`config.mk`:
```
export PLATFORM = sky130hd
export DESIGN_NAME = trade_recorder
export DESIGN_NICKNAME = d
export VERILOG_FILES = /design/src/rtl/trade_recorder.sv
export SDC_FILE = /design/constraint.sdc
export NUM_CORES = 1
export LEC_CHECK = 0
export CAP_MARGIN = 5
export CORE_MARGIN = 3
export CORE_UTILIZATION = 68
export CTS_CLUSTER_SIZE = 16
export DETAILED_ROUTE_END_ITERATION = 16
export DONT_BUFFER_PORTS = 1
export PLACE_DENSITY_LB_ADDON = 0.2
export SYNTH_ARGS = -nofsm -noshare
export SYNTH_HDL_FRONTEND = slang
export SYNTH_SLANG_ARGS = --single-unit
```
`constraint.sdc`:
```
create_clock -name clk -period 8.1 [get_ports clk]
set_clock_uncertainty 0.1 [all_clocks]
set_input_delay 0.81 -clock clk [delete_from_list [all_inputs] [get_ports clk]]
set_output_delay 0.81 -clock clk [all_outputs]
set_load 0.02 [all_outputs]
```
`src/rtl/trade_recorder.sv`:
```
// Trade recorder: turns engine match events into trade records,
// keeps a circular price history and running display statistics.
module trade_recorder #(
    parameter int DEPTH = 64,
    parameter int AW    = 6
) (
    input  logic          clk,
    input  logic          reset,
    input  logic          match_signal,
    input  logic [7:0]    trade_price,
    input  logic [7:0]    best_bid,
    input  logic [7:0]    best_ask,
    input  logic          freeze,
    input  logic [AW-1:0] rd_addr,
    output logic [7:0]    rd_data,
    output logic          rd_valid,
    output logic          new_trade,
    output logic [15:0]   trade_count,
    output logic [7:0]    last_price,
    output logic [7:0]    high_price,
    output logic [7:0]    low_price,
    output logic [7:0]    avg_price,
    output logic [7:0]    spread,
    output logic [AW:0]   fill
);

    localparam logic [AW:0] FULL = (AW+1)'(DEPTH);

    logic [7:0] mem [DEPTH];

    logic          match_q, match_d;
    logic [AW-1:0] wr_ptr_q, wr_ptr_d;
    logic [AW:0]   fill_q, fill_d;
    logic [15:0]   count_q, count_d;
    logic [7:0]    last_q, last_d;
    logic [7:0]    high_q, high_d;
    logic [7:0]    low_q, low_d;
    logic [7:0]    avg_q, avg_d;
    logic [7:0]    spread_q, spread_d;
    logic          new_trade_q, new_trade_d;
    logic [7:0]    rd_data_q, rd_data_d;
    logic          rd_valid_q, rd_valid_d;

    logic          trade_ev;
    logic signed [8:0] diff;
    logic signed [8:0] adj;
    logic [AW-1:0] rd_idx;

    always_comb begin
        trade_ev    = match_signal & ~match_q & ~freeze;
        match_d     = match_signal;
        new_trade_d = trade_ev;
        wr_ptr_d    = wr_ptr_q;
        fill_d      = fill_q;
        count_d     = count_q;
        last_d      = last_q;
        high_d      = high_q;
        low_d       = low_q;
        avg_d       = avg_q;

        diff = $signed({1'b0, trade_price}) - $signed({1'b0, avg_q});
        adj  = diff >>> 2;

        spread_d = (best_ask > best_bid) ? best_ask - best_bid : 8'd0;

        // Reads see the pre-write history view.
        rd_idx     = wr_ptr_q - AW'(1) - rd_addr;
        rd_valid_d = {1'b0, rd_addr} < fill_q;
        rd_data_d  = rd_valid_d ? mem[rd_idx] : 8'd0;

        if (trade_ev) begin
            wr_ptr_d = wr_ptr_q + AW'(1);
            if (fill_q != FULL) fill_d = fill_q + (AW+1)'(1);
            if (count_q != 16'hFFFF) count_d = count_q + 16'd1;
            last_d = trade_price;
            if (trade_price > high_q) high_d = trade_price;
            if (trade_price < low_q) low_d = trade_price;
            if (count_q == 16'd0) avg_d = trade_price;
            else avg_d = avg_q + adj[7:0];
        end
    end

    always_ff @(posedge clk) begin
        if (!reset) begin
            match_q     <= 1'b0;
            wr_ptr_q    <= '0;
            fill_q      <= '0;
            count_q     <= '0;
            last_q      <= '0;
            high_q      <= '0;
            low_q       <= 8'hFF;
            avg_q       <= '0;
            spread_q    <= '0;
            new_trade_q <= 1'b0;
            rd_data_q   <= '0;
            rd_valid_q  <= 1'b0;
        end else begin
            match_q     <= match_d;
            wr_ptr_q    <= wr_ptr_d;
            fill_q      <= fill_d;
            count_q     <= count_d;
            last_q      <= last_d;
            high_q      <= high_d;
            low_q       <= low_d;
            avg_q       <= avg_d;
            spread_q    <= spread_d;
            new_trade_q <= new_trade_d;
            rd_data_q   <= rd_data_d;
            rd_valid_q  <= rd_valid_d;
        end
    end

    always_ff @(posedge clk) begin
        if (reset && trade_ev) mem[wr_ptr_q] <= trade_price;
    end

    assign rd_data     = rd_data_q;
    assign rd_valid    = rd_valid_q;
    assign new_trade   = new_trade_q;
    assign trade_count = count_q;
    assign last_price  = last_q;
    assign high_price  = high_q;
    assign low_price   = low_q;
    assign avg_price   = avg_q;
    assign spread      = spread_q;
    assign fill        = fill_q;

endmodule

```
Yosys cells after proc, flatten, opt, wreduce, memory -nomap -nowiden
Memory sizes are Yosys's and may differ from the RTL's. A register that Yosys moved wholly into a read port is not among the register bits.
Index checks and enable logic that the tools add are counted.
{ "word_totals": {"input_bits": 34, "reg_bits": 72, "memories": 1, "elab_cells": 42, "mem_bits_rw": 512, "out_inout_bits": 73} }
{ "classes": {"reduce_logical": 9, "bitwise_logic": 4, "magnitude_cmp": 4, "muxes": 3, "add_sub_neg": 8, "eq_ne": 2} }
{ "mem_list": {"columns": ["memory", "words", "width", "read_ports", "rd_clocked_by_memory_dff", "wr", "line_no", "text"], "rows": [
  ["mem", 64, 8, 1, 1, 1, "29", "logic [7:0] mem [DEPTH];"]
]} }
{ "op_table": {"columns": ["operator", "n"], "rows": [
  ["$add 16x1->16 const B", 1],
  ["$gt 8x8->1", 2],
  ["$logic_not 16->1", 1],
  ["$ne 16x16->1 const B", 1],
  ["$reduce_and 2->1", 6],
  ["$sub 8x8->9", 1],
  ["$add 8x8->8", 1],
  ["$lt 8x8->1", 1],
  ["$mux 8", 1],
  ["$sub 8x8->8", 1],
  ["$add 7x1->7 const B", 1],
  ["$lt 6x7->1", 1],
  ["$ne 7x7->1 const B", 1],
  ["$add 6x1->6 const B", 1],
  ["$sub 6x1->6 const B", 1],
  ["$sub 6x6->6", 1],
  ["$and 1x1->1", 2],
  ["$mux 1", 2],
  ["$not 1->1", 2],
  ["$logic_and 1x1->1", 1],
  ["$logic_not 1->1", 1]
]} }

Logic depth before layout (Yosys ltp)
{ "depth": {"depth_word": 6, "mapped_depth": 14, "mapped_depth_nobuf": 14} }

Least setup slack after synthesis
OpenSTA, ideal clock, no wires.
{ "synth_path": {"path_kind": "input port to flip-flop", "start": "input trade_price[2]", "end": "register avg_q[7] (netlist: avg_price[7])", "arrival_ns": 3.419, "n_path_buf": 0, "path_stages": 13, "setup_time_ns": 0.120, "required_time_ns": 7.880, "slack_ns": 4.462, "cell_sequence": "ha_1 > a21o_1 > a31o_2 > a41o_1 > a21oi_1 > xnor2_1 > ha_1 > or3_1 > o21ai_0 > a21oi_1 > xnor2_1 > and3_1 > o31a_1"} }
{ "synth_via": {"elab_chain_len": 3} }
{ "synth_rtl": {"columns": ["element", "line_no", "text"], "rows": [
  ["start, declared", "10", "input logic [7:0] trade_price,"],
  ["$sub 8x8->9", "61", "diff = $signed({1'b0, trade_price}) - $signed({1'b0, avg_q});"],
  ["$add 8x8->8", "79", "else avg_d = avg_q + adj[7:0];"],
  ["$mux 8", "78", "if (count_q == 16'd0) avg_d = trade_price;"],
  ["end signal, assigned", "105", "avg_q <= avg_d;"],
  ["end, declared", "38", "logic [7:0] avg_q, avg_d;"]
]} }
No other way between the ends.
A chain may end at the register's enable or synchronous reset.

Worst setup path in the final report
{ "layout_path": {"start": "register wr_ptr_q[0]", "end": "register rd_data_q[2] (netlist: rd_data[2]), read port of mem"} }
{ "layout_via": {"elab_chain_len": 2} }
{ "layout_rtl": {"columns": ["element", "line_no", "text"], "rows": [
  ["start, declared", "32", "logic [AW-1:0] wr_ptr_q, wr_ptr_d;"],
  ["start signal, assigned", "99", "wr_ptr_q <= wr_ptr_d;"],
  ["$sub 6x1->6", "67", "rd_idx = wr_ptr_q - AW'(1) - rd_addr;"],
  ["$sub 6x6->6", "67", null],
  ["end, declared", "41", "logic [7:0] rd_data_q, rd_data_d;"]
]} }
No other way between the ends.

==> impl_metrics.sql <==
INSERT INTO impl_metrics (metric_group, metric, value, unit) VALUES
('final_layout', 'post-route-util', '0.754', ''),
('status', 'outcome', 'finished, final reports clean', ''),
('cts', 'cts_made_buffers', '55', ''),
('cts', 'cts.clk_slew.worst_paths', '0.06', 'ns'),
('critical_path', 'crit_path_max_fanout', '54', ''),
('hold_path', 'hold_class', 'primary input to flop', ''),
('cts', 'clock_tree.htree_level_count', '2', ''),
('final_layout', 'area_delta_synth_final', '8.77', '%'),
('drt', 'via_per_instance_ratio', '6.71', ''),
('timing', 'period_share', '0.579', ''),
('yosys', 'synthDistinctLibCells', '62', ''),
('power', 'netSwitchingFraction', '0.220', ''),
('yosys', 'dominantRegCellSynth', 'sky130_fd_sc_hd__edfxtp_1', ''),
('timing', 'setup_violation_total_in_the_final_timing_report', '0', ''),
('final_layout', 'share_of_cells_above_drive_strength_1', '0.156', ''),
('timing', 'max_freq', '213', 'MHz'),
('timing', 'timing.max_slew.rel_slack', '0.292', ''),
('yosys', 'synth-seq-area-share', '0.687', ''),
('drt', 'first_pass_iters', '5', ''),
('power', 'power.combinational.fraction', '0.086', ''),
('yosys', 'synthesis_warnings', '0', ''),
('drt', 'totalWireLength', '55.2', 'mm'),
('cts', 'insertion_delay', '0.58', 'ns'),
('critical_path', 'category_of_the_worst_setup_path_launch_point', 'flop', ''),
('final_layout', 'design.final.nets', '1556', ''),
('yosys', 'synth.avg_cell_area', '17.0', 'um2'),
('drt', 'routed.top_layer', 'met5', ''),
('timing', 'report.final.hold_viol_count', '0', ''),
('grt', 'number_of_antenna_violations_at_the_first_check_in_global_routing', '1', ''),
('timing', 'tightest_slew', '1.06', 'ns'),
('yosys', 'ys_top_cells_by_area', 'sky130_fd_sc_hd__edfxtp_1 62%, sky130_fd_sc_hd__mux4_2 12%, sky130_fd_sc_hd__dfxtp_1 6.5%', ''),
('run', 'drv_cap', '0', ''),
('power', 'p_per_area', '238', 'mW/mm2'),
('power', 'p_leak', '9.03', 'nW'),
('drt', 'postRouteAntennaNets', '0', ''),
('die', 'rows', '69', ''),
('yosys', 'postSynthNetCount', '1547', ''),
('die', 'die_width', '197', 'um'),
('cts', 'cts_root_buf', 'sky130_fd_sc_hd__clkbuf_16', ''),
('drt', 'drt-initial-drc-count', '1569', ''),
('timing', 'rsz0062_at_grt', 'no', ''),
('final_layout', 'fin_cells', '1971', ''),
('cts', 'cts_resizes', '0', ''),
('die', 'die-height', '197', 'um'),
('die', 'initial_core_util', '0.693', ''),
('cts', 'numClockSinks', '592', ''),
('place', 'pre_cts_slack', '3.08', 'ns'),
('critical_path', 'required', '8.44', 'ns'),
('grt', 'first_global_vias', '13599', ''),
('cts', 'cts_tree', 'yes', ''),
('grt', 'grtUsageTotal', '0.295', ''),
('place', 'portBuffers', '0', ''),
('drt', 'detail_route.drc_violations', '0', ''),
('drt', 'vias', '13226', ''),
('die', 'floorplan.io_pins', '107', ''),
('grt', 'global_route_wire_length_before_repair', '84.9', 'mm'),
('grt', 'overflow', '0', ''),
('timing', 'tns', '0', 'ns'),
('critical_path', 'setup.worst_path.end_class', 'flop', ''),
('timing', 'final_max_slew_viol_count', '0', ''),
('power', 'power_report.internal_total', '0.00500', 'W'),
('timing', 'finalCriticalPeriod', '4.69', 'ns'),
('drt', 'detailroute.wirelength.met3', '5.07', 'mm'),
('cts', 'ctsHoldBuffers', '0', ''),
('critical_path', 'cp_data_arrival_time', '5.03', 'ns'),
('drt', 'average_wire_per_cell_in_the_routed_design', '28.0', 'um'),
('power', 'netSwitchingPower', '0.00141', 'W'),
('drt', 'drt-met1-wl', '21.1', 'mm'),
('place', 'place.gp.congestion', '0.842', ''),
('yosys', 'synth_seq_cells', '592', ''),
('yosys', 'async_set_or_reset_register_ratio_after_synthesis', '0', '');
power groups by stage:
| stage | clock network, W | registers [W] | logic, W |
|---|---|---|---|
| floorplan | 0 | 0.00342 | 0.000433 |
| global route | 0.00263 | 0.00336 | 0.000600 |
| CTS | 0.00252 | 0.00336 | 0.000556 |
| finish | 0.00250 | 0.00336 | 0.000552 |
| detailed placement | 0 | 0.00343 | 0.000549 |
| global placement | 0 | 0.00343 | 0.000537 |
critical path: stages, from the launching register on:
cell                      delay [ns]
sky130_fd_sc_hd__dfxtp_1        0.55
sky130_fd_sc_hd__ha_4           0.20
sky130_fd_sc_hd__inv_1          0.05
sky130_fd_sc_hd__fa_4           1.25
sky130_fd_sc_hd__buf_4          0.74
sky130_fd_sc_hd__mux4_2         0.40
sky130_fd_sc_hd__mux2i_1        0.30
sky130_fd_sc_hd__mux2i_1        0.22
sky130_fd_sc_hd__o21ai_0        0.52
sky130_fd_sc_hd__o22ai_1        0.16
stage by stage:
stage	hold WS, ns	area [um2]
2_1_floorplan	0.425	24700
3_3_place_gp	0.453	25200
3_5_place_dp	0.468	25200
4_1_cts	0.194	26900
5_1_grt	0.208	26900
6_report	0.226	26900
registers in the layout (all words and copies together), names as in the netlist, 6 cells and up:
signal	flops
low_price	8
rd_data	8
wr_ptr_q	6
last_price	8
mem	512
avg_price	8
spread	8
high_price	8
trade_count	16
fill	7
cells in the mapped netlist, types with 2 or more instances:
cell,number
sky130_fd_sc_hd__nand2b_1,7
sky130_fd_sc_hd__buf_2,16
sky130_fd_sc_hd__or3_1,6
sky130_fd_sc_hd__inv_1,51
sky130_fd_sc_hd__nor4b_1,2
sky130_fd_sc_hd__nor2_1,78
sky130_fd_sc_hd__ha_1,54
sky130_fd_sc_hd__and2_1,26
sky130_fd_sc_hd__dfxtp_1,80
sky130_fd_sc_hd__clkbuf_1,33
sky130_fd_sc_hd__xnor2_1,37
sky130_fd_sc_hd__xor2_1,8
sky130_fd_sc_hd__nand2_1,84
sky130_fd_sc_hd__buf_6,4
sky130_fd_sc_hd__fa_1,3
sky130_fd_sc_hd__o211ai_1,3
sky130_fd_sc_hd__o221ai_1,2
sky130_fd_sc_hd__a21boi_0,14
sky130_fd_sc_hd__or2_2,2
sky130_fd_sc_hd__nand4_1,13
sky130_fd_sc_hd__and3_1,8
sky130_fd_sc_hd__nor3_1,18
sky130_fd_sc_hd__nor4_1,10
sky130_fd_sc_hd__nand3_1,28
sky130_fd_sc_hd__o21a_1,3
sky130_fd_sc_hd__nor2b_1,28
sky130_fd_sc_hd__a211oi_1,2
sky130_fd_sc_hd__and4_1,3
sky130_fd_sc_hd__a31oi_1,2
sky130_fd_sc_hd__o21ai_1,7
sky130_fd_sc_hd__o21ai_0,27
sky130_fd_sc_hd__a21oi_1,23
sky130_fd_sc_hd__edfxtp_1,512
sky130_fd_sc_hd__o22ai_1,7
sky130_fd_sc_hd__mux4_2,130
sky130_fd_sc_hd__buf_1,3
sky130_fd_sc_hd__mux2i_1,78
sky130_fd_sc_hd__a2111oi_0,2
sky130_fd_sc_hd__o21bai_1,2
sky130_fd_sc_hd__buf_4,4
sky130_fd_sc_hd__o211a_1,4
sky130_fd_sc_hd__a21o_1,12
layer usage:
| layer | vias to the layer above | global-route usage |
|---|---|---|
| met4 | 2 | 0.0905 |
| met5 | - | 0 |
| met2 | 740 | 0.480 |
| li1 | 5685 | - |
| met1 | 6684 | 0.419 |
| met3 | 115 | 0.0583 |
logic make-up (layout without fill, tap and decap cells):
| group | count (synthesis) | count (layout) | synth area share |
|---|---|---|---|
| fa+ha+maj | 57 | 57 | 0.0298 |
| simple gates | 318 | 318 | 0.0629 |
| buf+inv | 113 | 167 | 0.0209 |
| mux | 209 | 209 | 0.150 |
| compound gates | 122 | 122 | 0.0332 |
| flops | 592 | 592 | 0.687 |
| xor+xnor | 45 | 45 | 0.0159 |
path summary, 6_finish.rpt:
check	start	endpoint	slack [ns]	cells past startpoint
min	trade_price[1]	mem[2][1]	0.23	0
max	wr_ptr_q[0]	rd_data[2]	3.41	9
max reg2reg	wr_ptr_q[0]	rd_data[2]	3.41	9
min reg2reg	match_q	new_trade	0.47	2
final cells by class:
type | instances | area, um2
Multi-Input combinational cell | 751 | 7290
Clock inverter | 24 | 194
Tap cell | 461 | 577
Clock buffer | 78 | 1540
Sequential cell | 592 | 17000
Timing Repair Buffer | 14 | 118
Inverter | 51 | 191
Fill cell | 2013 | 8770
Power figures use the tool's default switching activity.
